File: src/rtl/serial_subtractor.sv
// Purpose : bit-serial WIDTH-bit subtractor, d = a - b - bw (mod 2^WIDTH), LSB first.
// Latency : WIDTH+1 cycles from accepted start to done_out; one result per WIDTH+2 cycles.
// Backpressure: none; start_in is only sampled in IDLE and ignored while busy or done.
//
// Ports:
//   clk, rst_n             clock, asynchronous active-low reset
//   start_in               request, sampled only when idle
//   a_in, b_in, bw_in      minuend, subtrahend, borrow-in (captured on accepted start)
//   d_out, bw_out          registered difference and borrow-out, held until next done
//   busy_out               high while bits are being processed
//   done_out               one-cycle pulse marking d_out/bw_out valid
//   ovf_out                two's-complement overflow (only with SERIAL_SUBTRACTOR_OVF_EN)
//
// Optional feature macro: SERIAL_SUBTRACTOR_OVF_EN (adds ovf_out).
module serial_subtractor #(
  parameter int WIDTH = 4
) (
  input  logic             clk,
  input  logic             rst_n,
  input  logic             start_in,
  input  logic [WIDTH-1:0] a_in,
  input  logic [WIDTH-1:0] b_in,
  input  logic             bw_in,
  output logic [WIDTH-1:0] d_out,
  output logic             bw_out,
  output logic             busy_out,
`ifdef SERIAL_SUBTRACTOR_OVF_EN
  output logic             ovf_out,
`endif
  output logic             done_out
);

  localparam int CW = $clog2(WIDTH);
  localparam logic [CW-1:0] LAST = CW'(WIDTH - 1);

  typedef enum logic [1:0] {
    IDLE  = 2'd0,
    SHIFT = 2'd1,
    DONE  = 2'd2
  } state_e;

  state_e           state_q, state_d;
  logic [WIDTH-1:0] a_q, a_d;
  logic [WIDTH-1:0] b_q, b_d;
  logic             br_q, br_d;
  logic [CW-1:0]    cnt_q, cnt_d;
  logic [WIDTH-1:0] res_q, res_d;
  logic [WIDTH-1:0] dout_q, dout_d;
  logic             bwo_q, bwo_d;
`ifdef SERIAL_SUBTRACTOR_OVF_EN
  logic             ovf_q, ovf_d;
`endif

  // Single full-subtractor cell working on the current LSBs.
  logic bit_a, bit_b, diff_bit, borrow_bit;
  assign bit_a      = a_q[0];
  assign bit_b      = b_q[0];
  assign diff_bit   = bit_a ^ bit_b ^ br_q;
  assign borrow_bit = (~bit_a & bit_b) | (~(bit_a ^ bit_b) & br_q);

  always_comb begin
    state_d = state_q;
    a_d     = a_q;
    b_d     = b_q;
    br_d    = br_q;
    cnt_d   = cnt_q;
    res_d   = res_q;
    dout_d  = dout_q;
    bwo_d   = bwo_q;
`ifdef SERIAL_SUBTRACTOR_OVF_EN
    ovf_d   = ovf_q;
`endif
    case (state_q)
      IDLE: begin
        if (start_in) begin
          a_d     = a_in;
          b_d     = b_in;
          br_d    = bw_in;
          cnt_d   = '0;
          res_d   = '0;
          state_d = SHIFT;
        end
      end
      SHIFT: begin
        // Difference bits enter at the MSB so that after WIDTH shifts bit 0 lands at res[0].
        res_d = {diff_bit, res_q[WIDTH-1:1]};
        a_d   = a_q >> 1;
        b_d   = b_q >> 1;
        br_d  = borrow_bit;
        cnt_d = cnt_q + 1'b1;
        if (cnt_q == LAST) begin
          state_d = DONE;
          cnt_d   = '0;
          dout_d  = {diff_bit, res_q[WIDTH-1:1]};
          bwo_d   = borrow_bit;
`ifdef SERIAL_SUBTRACTOR_OVF_EN
          // On the final bit br_q is the borrow into the MSB, borrow_bit the borrow out.
          ovf_d   = br_q ^ borrow_bit;
`endif
        end
      end
      DONE: begin
        state_d = IDLE;
      end
      default: begin
        state_d = IDLE;
      end
    endcase
  end

  always_ff @(posedge clk or negedge rst_n) begin
    if (!rst_n) begin
      state_q <= IDLE;
      a_q     <= '0;
      b_q     <= '0;
      br_q    <= 1'b0;
      cnt_q   <= '0;
      res_q   <= '0;
      dout_q  <= '0;
      bwo_q   <= 1'b0;
`ifdef SERIAL_SUBTRACTOR_OVF_EN
      ovf_q   <= 1'b0;
`endif
    end else begin
      state_q <= state_d;
      a_q     <= a_d;
      b_q     <= b_d;
      br_q    <= br_d;
      cnt_q   <= cnt_d;
      res_q   <= res_d;
      dout_q  <= dout_d;
      bwo_q   <= bwo_d;
`ifdef SERIAL_SUBTRACTOR_OVF_EN
      ovf_q   <= ovf_d;
`endif
    end
  end

  assign d_out    = dout_q;
  assign bw_out   = bwo_q;
  assign busy_out = (state_q == SHIFT);
  assign done_out = (state_q == DONE);
`ifdef SERIAL_SUBTRACTOR_OVF_EN
  assign ovf_out  = ovf_q;
`endif

endmodule
File: config.mk
export PLATFORM = sky130hd
export DESIGN_NAME = serial_subtractor
export DESIGN_NICKNAME = d
export VERILOG_FILES = /design/src/rtl/serial_subtractor.sv
export SDC_FILE = /design/constraint.sdc
export NUM_CORES = 1
export LEC_CHECK = 0
export BUFFER_PORTS_ARGS = -buffer_cell sky130_fd_sc_hd__clkbuf_2
export CORE_ASPECT_RATIO = 1.1
export CORE_MARGIN = 3
export CORE_UTILIZATION = 50
export DETAILED_ROUTE_END_ITERATION = 8
export PLACE_DENSITY = 0.72
export SLEW_MARGIN = 20
export SYNTH_ARGS = -nofsm -noshare
export SYNTH_HDL_FRONTEND = slang
export SYNTH_SLANG_ARGS = --single-unit
File: constraint.sdc
create_clock -name clk -period 4 [get_ports clk]
set_clock_uncertainty 0.05 [all_clocks]
set_input_delay 0.4 -clock clk [delete_from_list [all_inputs] [get_ports clk]]
set_output_delay 0.4 -clock clk [all_outputs]
set_load 0.01 [all_outputs]
### After elaboration in Yosys (flattened, before gate mapping)

Index checks and enable logic that the tools add are counted.

* add/subtract/negate cells: 1
* equal/unequal tests: 5
* multiplexer cells: 14
* bitwise logic cells: 7
* reduce and logical (&&, ||, !) cells: 5

Operators by type and width (number)
* one-hot mux 4 bit (2 select lines): 3
* 2-to-1 mux 4 bit: 3
* 2-to-1 mux 2 bit: 4
* one-hot mux 2 bit (2 select lines): 2
* AND reduction 2 bit: 3
* equality test 2 bit, second input constant: 2
* adder 2 x 1 -> 2 bit, second input constant: 1
* AND 1 bit: 2
* equality test 2 x 1 -> 1 bit, second input constant: 1
* logical NOT 2 bit: 1
* inequality test 2 x 1 -> 1 bit, second input constant: 1
* inequality test 2 bit, second input constant: 1
* inverter 1 bit: 2
* one-hot mux 1 bit (2 select lines): 1
* nonzero test 2 bit: 1
* XOR 1 bit: 2
* 2-to-1 mux 1 bit: 1
* bitwise OR 1 bit: 1

* bits in registers: 22
* input port bits: 12
* output and inout bits: 7

### Longest topological paths before layout

Gate-level depths: netlist of run 1.

* word-level depth: 5
* mapped depth: 4
* mapped depth without buffers: 3

### Least setup slack after synthesis of run 1

No wires, ideal clock.

* kind: register to output
* start point: register state_q[1]
* end point: output port done_out
* data arrival time: 0.894 ns
* data required time: 3.550 ns
* setup slack: 2.656 ns
* cell stages (with the launch flop): 4
* path through: dfrtp_1 -> buf_6 -> buf_2 -> nor2b_1

* longest elaborated chain between the ends: 1

RTL lines
* start: declaration: line 42 `state_e state_q, state_d;`
* start signal: assignment: line 125 `state_q <= state_d;`
* equality test 2 bit: line 142 `assign done_out = (state_q == DONE);`
* end: declaration: line 30 `output logic done_out`

Every way passes these cells.

### Worst setup path after layout of run 1

* start point: register state_q[0]
* end point: output port busy_out

* longest elaborated chain between the ends: 1

RTL lines
* equality test 2 x 1 -> 1 bit: line 141 `assign busy_out = (state_q == SHIFT);`
* end: declaration: line 26 `output logic busy_out,`

Every way passes these cells.

==> impl_metrics.tcl, run 1 <==
set metrics [dict create \
    ys_async_sr_fraction_pct 100 \
    drtIter0Drc 15 \
    max_freq_ghz 0.453 \
    multiInputGateArea_um2 485 \
    numCtsBuffers 3 \
    coreArea_mm2 0.00206 \
    grt_max_degree 22 \
    syn_nets 95 \
    crit_buf_inv 1 \
    power_density_mw_per_mm2 735 \
    status "complete, no violations" \
    worst_slew_pin_slew_ns 0.747 \
    vias_per_cell 5.43 \
    clkTransAtPathRegs_ns 0.11 \
    insertion_delay_ns 0.31 \
    regArea_um2 526 \
    cts_sinks 21 \
    place.port_buffers 18 \
    critPathSlowestCell "dfrtp_1" \
    finalSetupTns_ns 0 \
    die-area_mm2 0.00282 \
    placed_cell_area_mm2 0.00117 \
    whs_ns 0.333 \
    hp-class "in -> reg" \
    top_layer_used "met4" \
    yosys-top-cells-count "dfrtp_1, inv_1, nor4b_2, a22o_1" \
    wirelength_um 1780 \
    drv_slew 0 \
    synth_top_area_share_pct 47.4 \
    grt_setup_unrepaired "no" \
    grt_pass1_vias 700 \
    cts_max_level 1 \
    ant_nets 0 \
    post-route-min-period_ns 2.21 \
    vias 679 \
    slew-limit-headroom_pct 50.2 \
    routed-wl-met3_um 79 \
    synth_area_leaders "dfrtp_1, nor4b_2, a211oi_2" \
    p_leak_nw 0.579 \
    cts-root-buf "clkbuf_4" \
    fillers 180 \
    firstDrtPassIters 2 \
    start_util_pct 53.7 \
    grt_usage_pct 14.8 \
    drc_errors 0 \
    yosys_register_bits 21 \
    ys_warn_count 0 \
    hold_violations 0 \
    end_kind "output pin" \
    timing.final.crit_share_pct 55.2 \
    clk_path_buf_depth 2 \
    crit_family "flip-flops" \
    gp_congestion 0.713 \
    critical-path-max-stage-delay_ns 0.85 \
    critical_path.cell_chain "nor2b_4, clkbuf_2" \
    m1WireLength_um 801 \
    synthFlopType "dfrtp_1" \
    fp.dieH_um 55.4 \
    syn_to_final_growth_pct 9.14 \
    drive_gt1_share_pct 40.2 \
    num_rows 17 \
    critPathLaunchType "register" \
    crit_fanout 20 \
    ios 19 \
    met2_length_um 856 \
    fin_area_mm2 0.00121 \
    overflow 0 \
    syn_area_mm2 0.00111 \
    seq_area_frac_synth_pct 47.4 \
    drt-wirelength-per-cell_um 14.3 \
    dp_hpwl_um 1270 \
    synth.most_common_cell "dfrtp_1" \
    path_class "reg -> out" \
    critPathArrivalTime_ns 1.76 \
    synth_cells 81 \
    antenna_found_initial 0 \
    antenna_cells 0 \
    critPathRequiredTime_ns 3.55 \
    synth_edf_count 0 \
    maxCapViolations 0 \
    peakVddDrop_mv 0.404 \
    grt_pass1_wl_um 3170 \
    die_x_um 50.9 \
    synth.avg_cell_area_um2 13.7 \
    synth.largest_area_cell "dfrtp_1" \
    setup_viol_count_final 0 \
    final_nets 112 \
    ys_types 25 \
    cts_tree "done" \
    setup_slack_ns 1.79 \
    utilization_pct 58.6 \
    pre_cts_slack_ns 2.15 \
]
## placed cells by master (no fill, tap or decap), drive strengths merged
| cell | n |
|---|---|
| a211oi | 4 |
| a21o | 1 |
| a21oi | 1 |
| a221oi | 3 |
| a22o | 5 |
| and4bb | 1 |
| clkbuf | 22 |
| dfrtp | 21 |
| dlygate4sd3 | 1 |
| fa | 1 |
| ha | 1 |
| inv | 10 |
| mux2 | 4 |
| mux2i | 1 |
| nand2 | 1 |
| nand2b | 2 |
| nand3b | 1 |
| nand4bb | 1 |
| nor2 | 1 |
| nor2b | 2 |
| nor3b | 4 |
| nor4b | 7 |
| o21bai | 1 |
| o311ai | 1 |
## where the power goes
part / internal [mW] / switching [mW]
sequential: 0.310 / 0.0962
combinational: 0.202 / 0.178
clock: 0.0389 / 0.0642
total: 0.551 / 0.338
## sequential cells by signal, summed over array words and instances, names as in the netlist
register	flops
res_q	3
a_q	4
state_q	2
br_q	1
b_q	4
cnt_q	2
bw_out	1
d_out	4
## worst min-delay path: stages
cell	delay [ns]
clkbuf_2	0.08
nor4b_2	0.04
a211oi_2	0.12
## cell families (layout without fill, tap and decap cells)
| logic type | count (synthesis) | after routing | synth area share [%] |
|---|---|---|---|
| compound gates | 16 | 16 | 16.1 |
| simple gates | 20 | 20 | 19.8 |
| fa+ha+maj | 2 | 2 | 2.93 |
| flops | 21 | 21 | 47.4 |
| buf+inv | 17 | 33 | 8.80 |
| mux | 5 | 5 | 4.97 |
## repair_timing
item | in CTS | in global routing
gates resized for setup | 0 | 0
buffers inserted | 0 | 0
endpoints found under the hold margin | 11 | 0
hold buffers | 1 | 0
## per-layer routing
| metal | vias to the layer above | track usage (%) |
|---|---|---|
| li1 | 322 | - |
| met1 | 336 | 17.3 |
| met2 | 16 | 24.1 |
| met3 | 5 | 3.23 |
| met4 | 0 | 9.23 |
| met5 | - | 0 |
## final timing paths
path,startpoint,end,slack [ns],depth (start not counted)
min,a_in[0],a_q[0]$_DFFE_PN0P_,0.33,3
min reg2reg,d_out[3]$_DFFE_PN0P_,d_out[3]$_DFFE_PN0P_,0.45,1
max in group asynchronous,rst_n,a_q[1]$_DFFE_PN0P_,3.02,2
max,state_q[0]$_DFFE_PN0P_,busy_out,1.79,2
min in group asynchronous,rst_n,res_q[1]$_DFFE_PN0P_,0.54,2
max reg2reg,state_q[1]$_DFFE_PN0P_,d_out[2]$_DFFE_PN0P_,2.33,2
## per-stage QoR
step,power (mW),std cells
floorplan,0.738,81
finish,0.889,125
CTS,0.905,125
detailed placement,0.800,120
global placement,0.782,120
global route,0.962,125
## cell type report
class / count / share of cell area (%)
flip-flops and latches: 21 / 43.4
multi-input cells: 43 / 40.1
well taps: 28 / 2.90
repair buffers: 19 / 8.27
clock buffers: 4 / 2.17
inverters: 10 / 3.10
Note: power is estimated with default switching activity, not from simulation.
==> run 2, diff against run 1 <==
Settings changed: CORE_UTILIZATION 50 to 49, PLACE_DENSITY 0.72 to 0.74.
Clock period 4 ns to 1.9 ns, I/O delays scaled along.
==> impl_metrics.tcl, run 2 (synthesized netlist as in run 1, its figures left out) <==
set metrics [dict create \
    end_kind "output pin" \
    cts_hold_buffers 1 \
    grt_setup_unrepaired "no" \
    insertion_delay_ns 0.31 \
    power_density_mw_per_mm2 1560 \
    post-route-min-period_ns 1.66 \
    utilization_pct 58.8 \
    critPathRequiredTime_ns 1.66 \
    critPathSlowestCell "dfrtp_1" \
    ios 19 \
    whs_ns 0.123 \
    drc_errors 0 \
    vias 697 \
    critical-path-max-stage-delay_ns 0.58 \
    maxCapViolations 0 \
    die_x_um 51.4 \
    timing.final.crit_share_pct 87.4 \
    gp_congestion 0.653 \
    peakVddDrop_mv 0.857 \
    firstDrtPassIters 4 \
    vias_per_cell 5.49 \
    status "complete, no violations" \
    ctsResizeCount 0 \
    grt_max_degree 22 \
    holdPathStages 3 \
    drive_gt1_share_pct 42.4 \
    slew-limit-headroom_pct 66.0 \
    coreArea_mm2 0.00208 \
    grt_usage_pct 15.1 \
    critical_path.cell_chain "nor2b_4, clkbuf_2" \
    cts_tree "done" \
    overflow 0 \
    die-area_mm2 0.00287 \
    num_rows 17 \
    final_nets 114 \
    hp-class "in -> reg" \
    crit_fanout 14 \
    finalSetupTns_ns 0 \
    place.port_buffers 18 \
    fin_total_pwr_mw 1.91 \
    cts_sinks 21 \
    final_common_cell "dfrtp_1" \
    start_util_pct 53.2 \
    wirelength_um 1840 \
    fp.dieH_um 55.9 \
    antenna_cells 0 \
    worst_slew_pin_slew_ns 0.510 \
    p_leak_nw 0.591 \
    syn_to_final_growth_pct 10.6 \
    drtIter0Drc 7 \
    clk_path_buf_depth 2 \
    hold_violations 0 \
    numCtsBuffers 3 \
    max_freq_ghz 0.602 \
    cts-root-buf "clkbuf_4" \
    path_class "reg -> out" \
    clkTransAtPathRegs_ns 0.12 \
    dp_hpwl_um 1330 \
    critPathLaunchType "register" \
    ant_nets 0 \
    cts_max_level 1 \
    antenna_found_initial 0 \
    grt_pass1_vias 739 \
    drt-wirelength-per-cell_um 14.5 \
    grt_pass1_wl_um 3280 \
    layout_common_cells "dfrtp_1, clkbuf_2, inv_1" \
    drv_slew 0 \
    postCtsSetupRepairBufs 0 \
    reg2regPathDepth 2 \
    setup_viol_count_final 0 \
    critPathArrivalTime_ns 1.42 \
]
run 2: cell types whose count changed in the layout (fill, tap and decap cells not counted), sizes merged:
cell    previous run  this run
buf                0         2
clkinv             0         1
clkbuf            22        21
run 2: area by class of cell:
cell class / count / area [um2]
Fill cell: 196 / 858
Multi-Input combinational cell: 43 / 485
Sequential cell: 21 / 526
Timing Repair Buffer: 21 / 115
Clock inverter: 1 / 5.00
Inverter: 10 / 37.5
Clock buffer: 3 / 22.5
Tap cell: 28 / 35.0
run 2: stage by stage:
stage	std cells	worst slack, ns	instance area (um2)
floorplan	81	0.591	1110
global placement	122	0.498	1190
detailed placement	122	0.460	1190
CTS	127	0.224	1230
global route	127	0.149	1230
finish	127	0.240	1230
run 2: report_power, final:
| part | leakage, nW | internal, mW | switching, mW | total, mW |
|---|---|---|---|---|
| combinational | 0.316 | 0.448 | 0.454 | 0.901 |
| clock | 0.0177 | 0.0787 | 0.136 | 0.215 |
| sequential | 0.258 | 0.654 | 0.142 | 0.796 |
run 2: worst paths after layout:
kind,startpoint,endpoint,slack [ns]
worst max-delay path,state_q[1]$_DFFE_PN0P_,busy_out,0.24
worst min-delay path,a_in[3],a_q[3]$_DFFE_PN0P_,0.12
worst max register to register,state_q[1]$_DFFE_PN0P_,d_out[3]$_DFFE_PN0P_,0.45
worst min register to register,b_q[3]$_DFFE_PN0P_,b_q[3]$_DFFE_PN0P_,0.44
max in group asynchronous,rst_n,a_q[1]$_DFFE_PN0P_,1.12
min in group asynchronous,rst_n,res_q[3]$_DFFE_PN0P_,0.33
run 2: worst max-delay path, delay by kind of cell, from the launching register on:
kind,cells,cell delay (ns)
buffers and inverters,1,0.19
and+or+nand+nor,1,0.34
DFF,1,0.58
run 2: per-layer routing:
metal / GRT usage [%] / wire [um] / vias to the layer above
li1: - / - / 329
met1: 18.3 / 813 / 340
met2: 22.8 / 865 / 19
met3: 6.17 / 100 / 9
met4: 7.87 / 61 / 0
met5: 0 / 0 / -
==> run 3, diff against run 2 <==
Settings changed: CORE_ASPECT_RATIO 1.1 to 1.2, REMOVE_ABC_BUFFERS from default to 1.
==> impl_metrics.tcl, run 3 (synthesized netlist as in run 1, its figures left out) <==
set metrics [dict create \
    status "complete, no violations" \
    die-area_mm2 0.00287 \
    vias 676 \
    final_nets 114 \
    final_cells 129 \
    p_leak_nw 0.591 \
    layout_common_cells "dfrtp_1, clkbuf_2, inv_1" \
    path_class "reg -> out" \
    clkTransAtPathRegs_ns 0.12 \
    cts_sinks 21 \
    drive_gt1_share_pct 42.4 \
    grt_pass1_wl_um 3070 \
    critical_path.cell_chain "nor2b_4, clkbuf_2" \
    gp_congestion 0.684 \
    ios 19 \
    antenna_cells 0 \
    cts-root-buf "clkbuf_4" \
    fillers 195 \
    drc_errors 0 \
    start_util_pct 52.9 \
    dp_hpwl_um 1300 \
    grt_setup_unrepaired "no" \
    drt-wirelength-per-cell_um 13.7 \
    cts_tree "done" \
    max_freq_ghz 0.617 \
    drv_slew 0 \
    critPathArrivalTime_ns 1.38 \
    critPathSlowestCell "dfrtp_1" \
    drtIter0Drc 16 \
    fin_total_pwr_mw 1.90 \
    numCtsBuffers 3 \
    ant_nets 0 \
    syn_to_final_growth_pct 10.8 \
    clk_path_buf_depth 2 \
    place.port_buffers 18 \
    ctsResizeCount 0 \
    grt_usage_pct 13.8 \
    final_common_cell "dfrtp_1" \
    power_density_mw_per_mm2 1550 \
    whs_ns 0.129 \
    grt_max_degree 22 \
    coreArea_mm2 0.00209 \
    critPathRequiredTime_ns 1.66 \
    wirelength_um 1770 \
    insertion_delay_ns 0.30 \
    fp.dieH_um 58.1 \
    cts_max_level 1 \
    vias_per_cell 5.24 \
    antenna_found_initial 0 \
    maxCapViolations 0 \
    dp_cells 124 \
    firstDrtPassIters 4 \
    critical-path-max-stage-delay_ns 0.51 \
    num_rows 18 \
    setup_viol_count_final 0 \
    critPathLaunchType "register" \
    peakVddDrop_mv 0.658 \
    hp-class "in -> reg" \
    grt_pass1_vias 676 \
    postCtsSetupRepairBufs 0 \
    crit_fanout 9 \
    slew-limit-headroom_pct 66.0 \
    post-route-min-period_ns 1.62 \
    worst_slew_pin_slew_ns 0.511 \
    finalSetupTns_ns 0 \
    timing.final.crit_share_pct 85.3 \
    hold_violations 0 \
    end_kind "output pin" \
    die_x_um 49.4 \
    cts_hold_buffers 1 \
    overflow 0 \
]
==> run 3: final cells by class <==
| cell class | instances | area (um2) | area share (%) |
|---|---|---|---|
| Tap cell | 30 | 37.5 | 3.05 |
| Timing Repair Buffer | 21 | 115 | 9.37 |
| Multi-Input combinational cell | 43 | 485 | 39.5 |
| Inverter | 10 | 37.5 | 3.05 |
| Clock inverter | 1 | 5.00 | 0.407 |
| Clock buffer | 3 | 22.5 | 1.83 |
| Sequential cell | 21 | 526 | 42.8 |
==> run 3: critical path, delay by kind of cell (launching register included) <==
kind	cells	cell delay, ns
simple gates	1	0.37
flops	1	0.51
buf+inv	1	0.20
==> run 3: metal layers <==
metal / part of all wire [%] / vias up / global-route usage [%] / wire length [um]
met2: 50 / 16 / 20.9 / 883
li1: - / 327 / - / -
met1: 45 / 329 / 18.8 / 793
met4: 1.1 / 0 / 7.91 / 19
met5: 0 / - / 0 / 0
met3: 4.2 / 4 / 2.31 / 74
==> run 3: per-stage QoR <==
step	util, %	setup WS, ns	instance area, um2
after floorplan	-	0.431	1050
after global placement	56.9	0.575	1190
after detailed placement	56.9	0.551	1190
after CTS	58.7	0.263	1230
after global routing	58.7	0.220	1230
final	58.7	0.279	1230
==> run 3: path summary, 6_finish.rpt <==
path	startpoint	endpoint	slack, ns	depth (start not counted)
hold reg to reg	b_q[3]$_DFFE_PN0P_	b_q[3]$_DFFE_PN0P_	0.44	1
setup / recovery	state_q[0]$_DFFE_PN0P_	busy_out	0.28	2
max in group asynchronous	rst_n	a_q[1]$_DFFE_PN0P_	1.14	2
setup reg to reg	state_q[1]$_DFFE_PN0P_	d_out[3]$_DFFE_PN0P_	0.52	2
min in group asynchronous	rst_n	res_q[2]$_DFFE_PN0P_	0.33	2
hold / removal	a_in[0]	a_q[0]$_DFFE_PN0P_	0.13	3
==> run 3: where the power goes <==
part / internal, mW / leakage (nW) / switching, mW
clock network: 0.0784 / 0.0177 / 0.135
logic: 0.443 / 0.316 / 0.452
registers: 0.654 / 0.258 / 0.139
total: 1.18 / 0.591 / 0.725
